==> src/rtl/mem_access_pkg.sv <==
// mem_access_pkg: size codes, FSM states and big-endian lane helpers for the memory access unit
package mem_access_pkg;
  localparam logic [1:0] SZ_BYTE = 2'b00;
  localparam logic [1:0] SZ_HALF = 2'b01;
  localparam logic [1:0] SZ_WORD = 2'b10;
  localparam logic [1:0] SZ_ILL = 2'b11;
  localparam logic [1:0] LANE_LAST_B = 2'd3;
  localparam logic [1:0] LANE_LAST_H = 2'd2;
  typedef enum logic [1:0] {IDLE, RD, WR, RESP} state_e;
  // Big-endian: byte k sits (3-k) bytes above bit 0, half at offset k sits (2-k) bytes above
  function automatic logic [4:0] lane_shift(logic [1:0] size, logic [1:0] ofs);
    return size == SZ_BYTE ? {LANE_LAST_B - ofs, 3'b000} : size == SZ_HALF ? {LANE_LAST_H - ofs, 3'b000} : 5'd0;
  endfunction
endpackage

==> src/rtl/mem_access_unit_if.sv <==
// mem_access_unit_if: request/response handshake and data memory bus of the memory access unit
interface mem_access_unit_if #(
  parameter int ADDR_W = 32
);
  logic req_valid, req_ready, req_write, req_unsigned;
  logic [1:0] req_size;
  logic [ADDR_W-1:0] req_addr;
  logic [31:0] req_wdata;
  logic resp_valid, resp_misaligned;
  logic [31:0] resp_rdata;
  logic [ADDR_W-1:0] mem_address;
  logic [31:0] mem_write_data, mem_read_data;
  logic mem_read_en, mem_write_en;
  modport slave (
    input req_valid, req_write, req_size, req_unsigned, req_addr, req_wdata, mem_read_data,
    output req_ready, resp_valid, resp_rdata, resp_misaligned, mem_address, mem_write_data, mem_read_en, mem_write_en
  );
  modport master (
    output req_valid, req_write, req_size, req_unsigned, req_addr, req_wdata, mem_read_data,
    input req_ready, resp_valid, resp_rdata, resp_misaligned, mem_address, mem_write_data, mem_read_en, mem_write_en
  );
endinterface

==> src/rtl/mem_lane_align.sv <==
// mem_lane_align: big-endian lane extract/extend for loads, lane merge for stores, alignment check
module mem_lane_align
  import mem_access_pkg::*;
(
  input  logic [1:0]  size_i,
  input  logic [1:0]  ofs_i,
  input  logic        unsigned_i,
  input  logic [31:0] rword_i,
  input  logic [31:0] wdata_i,
  output logic [31:0] load_o,
  output logic [31:0] merge_o,
  output logic        misaligned_o
);
  logic [4:0] sh;
  logic [31:0] lane, mask;
  assign sh = lane_shift(size_i, ofs_i);
  assign lane = rword_i >> sh;
  assign mask = (size_i == SZ_BYTE ? 32'h0000_00FF : size_i == SZ_HALF ? 32'h0000_FFFF : 32'hFFFF_FFFF) << sh;
  assign load_o = size_i == SZ_BYTE ? {{24{~unsigned_i & lane[7]}}, lane[7:0]} :
                  size_i == SZ_HALF ? {{16{~unsigned_i & lane[15]}}, lane[15:0]} : lane;
  assign merge_o = (rword_i & ~mask) | ((wdata_i << sh) & mask);
  assign misaligned_o = size_i == SZ_ILL | (size_i == SZ_HALF & ofs_i[0]) | (size_i == SZ_WORD & |ofs_i);
endmodule

==> src/rtl/mem_access_unit.sv <==
// mem_access_unit: load/store initiator between the MEM stage and word-wide data memory;
// sub-word stores are done as read-modify-write of the containing word.
module mem_access_unit
  import mem_access_pkg::*;
#(
  parameter int READ_WAIT = 0,
  parameter int ADDR_W = 32
) (
  input logic clk,
  input logic reset,
  mem_access_unit_if.slave bus
);
  localparam int CW = $clog2(READ_WAIT + 2);
  localparam logic [CW-1:0] CNT_LAST = CW'(READ_WAIT);
  state_e state_q;
  logic write_q, uns_q, mis_q;
  logic [1:0] size_q, ofs_q;
  logic [CW-1:0] cnt_q;
  logic [ADDR_W-1:0] addr_q;
  logic [31:0] wdata_q, mem_wdata_q, rdata_q;
  logic idle, mis;
  logic [1:0] sz, ofs;
  logic [31:0] load_data, merged;
  assign idle = state_q == IDLE;
  // The aligner checks the incoming request while idle and the held request afterwards
  assign sz = idle ? bus.req_size : size_q;
  assign ofs = idle ? bus.req_addr[1:0] : ofs_q;
  mem_lane_align u_align (
    .size_i(sz), .ofs_i(ofs), .unsigned_i(uns_q), .rword_i(bus.mem_read_data), .wdata_i(wdata_q),
    .load_o(load_data), .merge_o(merged), .misaligned_o(mis)
  );
  assign bus.req_ready = idle;
  assign bus.mem_read_en = state_q == RD;
  assign bus.mem_write_en = state_q == WR;
  assign bus.resp_valid = state_q == RESP;
  assign bus.resp_rdata = rdata_q;
  assign bus.resp_misaligned = mis_q;
  assign bus.mem_address = addr_q;
  assign bus.mem_write_data = mem_wdata_q;
  always_ff @(posedge clk or posedge reset)
    if (reset) begin
      state_q <= IDLE;
      write_q <= 1'b0;
      uns_q <= 1'b0;
      mis_q <= 1'b0;
      size_q <= '0;
      ofs_q <= '0;
      cnt_q <= '0;
      addr_q <= '0;
      wdata_q <= '0;
      mem_wdata_q <= '0;
      rdata_q <= '0;
    end else
      case (state_q)
        IDLE: if (bus.req_valid) begin
          write_q <= bus.req_write;
          size_q <= bus.req_size;
          uns_q <= bus.req_unsigned;
          ofs_q <= bus.req_addr[1:0];
          addr_q <= {bus.req_addr[ADDR_W-1:2], 2'b00};
          wdata_q <= bus.req_wdata;
          mem_wdata_q <= bus.req_wdata;
          rdata_q <= '0;
          mis_q <= mis;
          cnt_q <= '0;
          state_q <= mis ? RESP : bus.req_write && bus.req_size == SZ_WORD ? WR : RD;
        end
        RD: if (cnt_q == CNT_LAST) begin
          rdata_q <= write_q ? '0 : load_data;
          mem_wdata_q <= merged;
          state_q <= write_q ? WR : RESP;
        end else cnt_q <= cnt_q + CW'(1);
        WR: state_q <= RESP;
        default: state_q <= IDLE;
      endcase
endmodule

==> src/flat_wrapper.sv <==
// flat-port wrapper written by rule: the top's interface ports become plain ports
module mem_access_unit_flat import mem_access_pkg::*;
#(
  parameter int READ_WAIT = 0,
  parameter int ADDR_W = 32
)
  (clk, reset, bus_req_valid, bus_req_write, bus_req_size, bus_req_unsigned, bus_req_addr, bus_req_wdata, bus_mem_read_data, bus_req_ready, bus_resp_valid, bus_resp_rdata, bus_resp_misaligned, bus_mem_address, bus_mem_write_data, bus_mem_read_en, bus_mem_write_en);
  mem_access_unit_if #(.ADDR_W(ADDR_W)) bus_i ();
  input logic clk;
  input logic reset;
  input wire logic [$bits(bus_i.req_valid)-1:0] bus_req_valid;
  input wire logic [$bits(bus_i.req_write)-1:0] bus_req_write;
  input wire logic [$bits(bus_i.req_size)-1:0] bus_req_size;
  input wire logic [$bits(bus_i.req_unsigned)-1:0] bus_req_unsigned;
  input wire logic [$bits(bus_i.req_addr)-1:0] bus_req_addr;
  input wire logic [$bits(bus_i.req_wdata)-1:0] bus_req_wdata;
  input wire logic [$bits(bus_i.mem_read_data)-1:0] bus_mem_read_data;
  output wire logic [$bits(bus_i.req_ready)-1:0] bus_req_ready;
  output wire logic [$bits(bus_i.resp_valid)-1:0] bus_resp_valid;
  output wire logic [$bits(bus_i.resp_rdata)-1:0] bus_resp_rdata;
  output wire logic [$bits(bus_i.resp_misaligned)-1:0] bus_resp_misaligned;
  output wire logic [$bits(bus_i.mem_address)-1:0] bus_mem_address;
  output wire logic [$bits(bus_i.mem_write_data)-1:0] bus_mem_write_data;
  output wire logic [$bits(bus_i.mem_read_en)-1:0] bus_mem_read_en;
  output wire logic [$bits(bus_i.mem_write_en)-1:0] bus_mem_write_en;
  assign bus_i.req_valid = bus_req_valid;
  assign bus_i.req_write = bus_req_write;
  assign bus_i.req_size = bus_req_size;
  assign bus_i.req_unsigned = bus_req_unsigned;
  assign bus_i.req_addr = bus_req_addr;
  assign bus_i.req_wdata = bus_req_wdata;
  assign bus_i.mem_read_data = bus_mem_read_data;
  assign bus_req_ready = bus_i.req_ready;
  assign bus_resp_valid = bus_i.resp_valid;
  assign bus_resp_rdata = bus_i.resp_rdata;
  assign bus_resp_misaligned = bus_i.resp_misaligned;
  assign bus_mem_address = bus_i.mem_address;
  assign bus_mem_write_data = bus_i.mem_write_data;
  assign bus_mem_read_en = bus_i.mem_read_en;
  assign bus_mem_write_en = bus_i.mem_write_en;
  mem_access_unit #(.READ_WAIT(READ_WAIT), .ADDR_W(ADDR_W)) u_core (.clk(clk), .reset(reset), .bus(bus_i));
endmodule
==> config.mk <==
export PLATFORM = sky130hd
export DESIGN_NAME = mem_access_unit_flat
export DESIGN_NICKNAME = d
export VERILOG_FILES = /design/src/rtl/mem_access_pkg.sv /design/src/rtl/mem_access_unit_if.sv /design/src/rtl/mem_lane_align.sv /design/src/rtl/mem_access_unit.sv /design/src/flat_wrapper.sv
export SDC_FILE = /design/constraint.sdc
export NUM_CORES = 1
export LEC_CHECK = 0
export BUFFER_PORTS_ARGS = -buffer_cell sky130_fd_sc_hd__buf_2
export CORE_MARGIN = 8
export CORE_UTILIZATION = 40
export CTS_BUF_LIST = sky130_fd_sc_hd__clkbuf_16
export DETAILED_ROUTE_END_ITERATION = 8
export SYNTH_ARGS = -nofsm -noshare
export SYNTH_HDL_FRONTEND = slang
export SYNTH_SLANG_ARGS = --single-unit
==> constraint.sdc <==
create_clock -name clk -period 4.7 [get_ports clk]
set_input_delay 0.47 -clock clk [delete_from_list [all_inputs] [get_ports clk]]
set_output_delay 0.47 -clock clk [all_outputs]
set_load 0.05 [all_outputs]
==> impl_results.md, run 1 <==
- CTS Root Buffer Type: sky130_fd_sc_hd__clkbuf_16
- Worst endpoint data arrival time: 4620 ps
- Top fanout value on the critical path: 24
- Minimum clock period after layout: 4323 ps
- Hold-fix buffers, CTS: 0
- Dominant combinational cell family by area after synthesis: compound AO/OA/AOI/OAI gates
- I/O pin count: 204
- Core outline area: 17,840 µm²
- Unrepaired setup endpoints after global routing: no
- Classification of the worst setup path: register to register
- Clock tree from TritonCTS: yes
- Number of levels in the clock H-tree: 4
- Top-area cell type share of the netlist area: 0.4663
- Number of placement rows: 49
- Reg-to-reg setup timing slack: 380 ps
- # port buffers: 201
- Clock insertion delay at the later pin of the skew report: 420 ps
- Number of flops mapped to enable cells by yosys: 0
- Slowest-stage cell, CP: sky130_fd_sc_hd__ha_1
- Crit path required time: 5000 ps
- Starting utilization of the core area: 0.4061
- TritonCTS buffer count: 17
- FFs w/ async S/R, synth: 1.000
- Global-route total usage across every layer: 0.2126
- Number of setup violations in the final report: 0
- Largest net degree at the start of global routing: 81
- Post-detailed-placement half-perimeter wirelength: 17.78 mm
- Outcome: completed
- Most frequent CP cell: sky130_fd_sc_hd__ha_1
- Overall die height: 150.6 µm
- Most used cells in the layout excluding fill and tap cells: sky130_fd_sc_hd__buf_2 (201), sky130_fd_sc_hd__dfrtp_1 (135), sky130_fd_sc_hd__mux2_2 (89)
- TNS Setup: 0 ps
- Number of warning messages in the yosys log: 0
- Worst setup SP type: register
- Total clock sinks: 135
- Detailed Routing Iterations Pass 1: 7
- Max Buffers Root-to-Sink: 2
- Number of antenna violations at the first check in global routing: 1
- Simple-gate share of the synthesized area: 0.05803
- Number of register bits inferred by synthesis: 135
- Summed instance area of the synthesized netlist: 7244 µm²
- Worst relative slew slack: 0.3325
- Worst clock skew on the final layout: 7.776 ps
- Worst min path class: primary input to asynchronous set/reset pin
- Die outline area: 22,670 µm²
- Number of routed nets with antenna violations: 0
- Per-instance average area after synthesis: 11.37 µm²
- XOR/XNOR Fraction of Synth Area: 0.004663
- Share of final-layout standard cells stronger than drive strength 1: 0.4470
- Worst-path cell chain: inv_1 -> ha_1 -> mux2_2 -> clkinv_1 -> ha_1 -> mux2i_1 -> a22o_1 -> a211oi_1 -> o311a_4 -> o41ai_1
- Complex-gate fraction of the synthesized area: 0.2128
- Sum of routed wire length over all layers: 24.12 mm
- Library cell occupying the most area in the post-synthesis netlist: sky130_fd_sc_hd__dfrtp_1
- Residual DRC count: 0
- Cell count after synthesis: 637
- Relative area change from synthesis to final layout: 25.15%
- Average wire per cell in the routed design: 22.52 µm
- Worst hold margin: 273.2 ps
- Primary flip-flop cell chosen by synthesis mapping: sky130_fd_sc_hd__dfrtp_1
- Cell area after layout: 9066 µm²
- CP Capture Type: register
- Setup Slack @ Placement: 403.8 ps
- Overflow left after global routing: 0
- Detailed-route via count: 6,260
- Seq/Total Area, Yosys: 0.4663
- Crit-path max cell delay: 650 ps
- Post-synthesis mux area share: 0.2038
- Iteration-0 DRC count of the detailed router: 520
- Final net count: 934
- Setup slack of the critical path after layout: 376.6 ps
- Die width: 150.6 µm
- Total of max-cap violations: 0
- Max-slew violation count: 0
- Share of the clock period used by the worst path: 0.9199
- Setup Buffers After CTS: 0
- Global-route wire length before repair: 36.67 mm
- Number of unique standard cell types used by synthesis: 55
- Vias per std cell: 5.845
- Share of synthesized cell area in full adder, half adder and majority cells: 0.008636
- Via count of the first global-routing pass: 6,406
- Most common cell after layout, fill and taps aside: sky130_fd_sc_hd__buf_2
- Fmax: 0.2313 GHz
- Number of gates resized after cts: 0
- Most area-consuming cells after synthesis: sky130_fd_sc_hd__dfrtp_1 (47%), sky130_fd_sc_hd__mux2_2 (14%), sky130_fd_sc_hd__mux4_2 (3.4%)
- Measured slew at the worst slew-check pin: 1001 ps
- Placed cell area: 8456 µm²
- Final hold viol count: 0
- Clock transition at path regs: 60 ps
- GPL Wtd Cong: 0.8727
-- synth_stat cells, drive strengths merged (2+ instances only) --
library cell and count:
o211ai 19, o21a 3, a21o 10, nand2 35, o31ai 11, inv 22, mux4 13, xnor2 3
o21ai 33, a21oi 36, a22o 11, a211o 2, mux2 89, o41ai 16, buf 23, ha 5
nand3 8, o22ai 15, and3 7, a221oi 12, a211oi 7, o22a 6, dfrtp 135, o311a 4
a31oi 10, a22oi 3, clkbuf 26, mux2i 17, nor2 43
-- sequential cells by signal, summed over array words and instances, names as in the netlist --
| name | flops |
|---|---|
| u_core.write_q | 1 |
| u_core.wdata_q | 32 |
| u_core.state_q | 2 |
| u_core.size_q | 2 |
| u_core.bus.mem_write_data | 32 |
| u_core.bus.mem_address | 30 |
| u_core.ofs_q | 2 |
| u_core.bus.resp_misaligned | 1 |
| u_core.bus.resp_rdata | 32 |
| u_core.uns_q | 1 |
-- routing by layer --
layer	vias to the layer above	global-route usage	part of all wire
li1	2779	-	-
met1	3156	0.2753	0.41
met2	290	0.3406	0.48
met3	35	0.05861	0.091
met4	0	0.06482	0.017
met5	-	0	0
-- through the flow --
| stage | util | std cells |
|---|---|---|
| floorplan | - | 638 |
| finish | 0.5082 | 1071 |
| global route | 0.5079 | 1069 |
| global placement | 0.4739 | 1036 |
| detailed placement | 0.4739 | 1036 |
| CTS | 0.5077 | 1068 |
-- kinds of logic (layout without fill, tap and decap cells) --
group,after synthesis,in the layout
compound gates,203,203
xor+xnor,3,3
fa+ha+maj,5,5
buf+inv,72,273
flops,135,135
mux,119,119
other cells,1,5
simple gates,99,99
-- path summary, 6_finish.rpt --
kind / from / to / cells after the start
worst max register to register: u_core.state_q[0]$_DFFE_PP0P_ / u_core.bus.resp_rdata[30]$_DFFE_PP0P_ / 10
worst max-delay path: u_core.state_q[0]$_DFFE_PP0P_ / u_core.bus.resp_rdata[30]$_DFFE_PP0P_ / 10
worst min-delay path: reset / u_core.bus.mem_address[30]$_DFFE_PP0P_ / 2
max in group asynchronous: reset / u_core.bus.resp_rdata[13]$_DFFE_PP0P_ / 3
min in group clk: bus_req_addr[23] / u_core.bus.mem_address[23]$_DFFE_PP0P_ / 2
worst min register to register: u_core.bus.mem_write_data[2]$_DFFE_PP0P_ / u_core.bus.mem_write_data[2]$_DFFE_PP0P_ / 1
-- critical path: cells and delay by family (launching register included) --
| kind | cells | cell delay [ps] |
|---|---|---|
| AOI/OAI and AO/OA | 4 | 1590 |
| adders and majority gates | 2 | 1090 |
| muxes | 2 | 760 |
| DFF | 1 | 420 |
| buffers and inverters | 2 | 320 |
-- cell type report --
cell class              instances  area [µm²]
fillers                      1662        8775
flip-flops and latches        135        3378
clock inverters                15       177.7
well taps                     229       286.5
repair buffers                218        1134
clock buffers                  17       425.4
diodes                          3       7.507
multi-input cells             431        3568
inverters                      23       88.84
Power of run 1 is left out: the tool's default activity adds up to more than one toggle a clock period on the data nets, which glitch-free logic cannot reach.
==> inputs of run 2 (changes only) <==
==> constraint.sdc (replaced) <==
create_clock -name clk -period 5.05 [get_ports clk]
set_input_delay 0.505 -clock clk [delete_from_list [all_inputs] [get_ports clk]]
set_output_delay 0.505 -clock clk [all_outputs]
set_load 0.05 [all_outputs]
==> run 2 against run 1 <==
Effect of this change:
- sequential share of layout area grew 0.15 points
- clock-buffer cell count is the same
- critical endpoint unchanged
- routed wire length grew 0.89%
- worst setup slack gained 260 ps
- cell count shrank 0.47%
- die area is the same
- critical path depth is the same
- first-iteration DRC count grew 15%
- largest cell class unchanged
==> impl_results.md, run 2 (synthesis gave the netlist of run 1 again) <==
- Outcome: completed
- Post-detailed-placement half-perimeter wirelength: 17.82 mm
- CP Capture Type: register
- CTS Root Buffer Type: sky130_fd_sc_hd__clkbuf_16
- Vias per std cell: 5.884
- Average wire per cell in the routed design: 22.83 µm
- Worst min path class: primary input to asynchronous set/reset pin
- Relative area change from synthesis to final layout: 24.65%
- Unrepaired setup endpoints after global routing: no
- Number of placement rows: 49
- Top fanout value on the critical path: 24
- Die outline area: 22,670 µm²
- Reg-to-reg setup timing slack: 640 ps
- Final hold viol count: 0
- Crit path required time: 5350 ps
- Overflow left after global routing: 0
- TNS Setup: 0 ps
- Clock transition at path regs: 60 ps
- Number of antenna violations at the first check in global routing: 2
- Global-route wire length before repair: 37.17 mm
- Endpoint of the most critical register-to-register path: u_core.bus.resp_rdata[30]$_DFFE_PP0P_
- Detailed Routing Iterations Pass 1: 8
- Cell area after layout: 9030 µm²
- Placed cell count: 1,034
- Clock tree from TritonCTS: yes
- GPL Wtd Cong: 0.9039
- Worst endpoint data arrival time: 4710 ps
- Worst reg2reg path startpoint: u_core.state_q[0]$_DFFE_PP0P_
- Total of max-cap violations: 0
- Core outline area: 17,840 µm²
- Number of levels in the clock H-tree: 4
- Max Buffers Root-to-Sink: 2
- FF-to-FF path depth: 10
- Share of the clock period used by the worst path: 0.8740
- TritonCTS buffer count: 17
- Footprint of the multi-input gates: 3568 µm²
- Classification of the worst setup path: register to register
- Worst setup SP type: register
- Final Util: 0.5061
- Overall die height: 150.6 µm
- Most used cells in the layout excluding fill and tap cells: sky130_fd_sc_hd__buf_2 (201), sky130_fd_sc_hd__dfrtp_1 (135), sky130_fd_sc_hd__mux2_2 (89)
- Most common cell after layout, fill and taps aside: sky130_fd_sc_hd__buf_2
- Iteration-0 DRC count of the detailed router: 596
- Minimum clock period after layout: 4414 ps
- Number of routed nets with antenna violations: 0
- Via count of the first global-routing pass: 6,481
- Measured slew at the worst slew-check pin: 971.6 ps
- Placed cell area: 8441 µm²
- Detailed-route via count: 6,272
- Hold-fix buffers, CTS: 0
- Die width: 150.6 µm
- Fill cell total of the finished layout: 1,651
- Final net count: 932
- Worst relative slew slack: 0.3395
- Worst clock skew on the final layout: 11.25 ps
- Fmax: 0.2266 GHz
- Final instance count without filler cells: 1,066
- I/O pin count: 204
- Max-slew violation count: 0
- Residual DRC count: 0
- Sum of routed wire length over all layers: 24.33 mm
- Global-route total usage across every layer: 0.2140
- # port buffers: 201
- Number of gates resized after cts: 0
- Largest net degree at the start of global routing: 62
- Clock insertion delay at the later pin of the skew report: 430 ps
- Number of setup violations in the final report: 0
- Share of final-layout standard cells stronger than drive strength 1: 0.4450
- Starting utilization of the core area: 0.4061
- Setup Buffers After CTS: 0
- Register cell area after layout: 3378 µm²
- Total clock sinks: 135
[run 2: cell count changes in the layout (fill, tap and decap cells not counted), sizes merged]
| cell | previous run | this run |
|---|---|---|
| buf | 218 | 216 |
| clkinv | 5 | 8 |
| inv | 27 | 23 |
| diode | 3 | 1 |
[run 2: per-layer routing]
metal	global-route usage	routed length, µm	up-vias
met5	0	10	-
met4	0.07818	542	2
met3	0.06402	2318	45
met2	0.3312	11560	319
met1	0.2786	9905	3130
li1	-	-	2776
[run 2: final cells by class]
type	count	area share
clock inverters	14	0.01787
repair buffers	216	0.1239
flip-flops and latches	135	0.3741
well taps	229	0.03173
diodes	1	0.0002771
multi-input cells	431	0.3952
inverters	23	0.009838
clock buffers	17	0.04711
[run 2: metrics by stage]
| stage | worst slack, ps | hold slack [ps] |
|---|---|---|
| 2_1_floorplan | 933.9 | 470.9 |
| 3_3_place_gp | 985.0 | 455.8 |
| 3_5_place_dp | 731.4 | 461.4 |
| 4_1_cts | 706.0 | 260.2 |
| 5_1_grt | 421.4 | 298.5 |
| 6_report | 636.2 | 231.3 |
[run 2: worst max-delay path by stage]
stage,cells after the start,endpoint,from
6_report,10,u_core.bus.resp_rdata[30]$_DFFE_PP0P_,u_core.state_q[0]$_DFFE_PP0P_
5_1_grt,10,u_core.bus.resp_rdata[29]$_DFFE_PP0P_,u_core.state_q[0]$_DFFE_PP0P_
4_1_cts,10,u_core.bus.resp_rdata[30]$_DFFE_PP0P_,u_core.state_q[0]$_DFFE_PP0P_
3_5_place_dp,10,u_core.bus.resp_rdata[30]$_DFFE_PP0P_,u_core.state_q[0]$_DFFE_PP0P_
3_3_place_gp,11,u_core.bus.resp_rdata[8]$_DFFE_PP0P_,u_core.state_q[0]$_DFFE_PP0P_
2_1_floorplan,1,u_core.bus.mem_address[10]$_DFFE_PP0P_,reset
[run 2: critical path, cell delays in order, from the launching register on]
cell,delay (ps)
sky130_fd_sc_hd__dfrtp_1,420
sky130_fd_sc_hd__inv_1,110
sky130_fd_sc_hd__ha_1,650
sky130_fd_sc_hd__mux2_2,340
sky130_fd_sc_hd__clkinv_1,220
sky130_fd_sc_hd__ha_1,450
sky130_fd_sc_hd__mux2i_1,460
sky130_fd_sc_hd__a22o_1,580
sky130_fd_sc_hd__a211oi_1,160
sky130_fd_sc_hd__o311a_4,490
sky130_fd_sc_hd__o41ai_1,400
Power of run 2 is left out for the same reason.
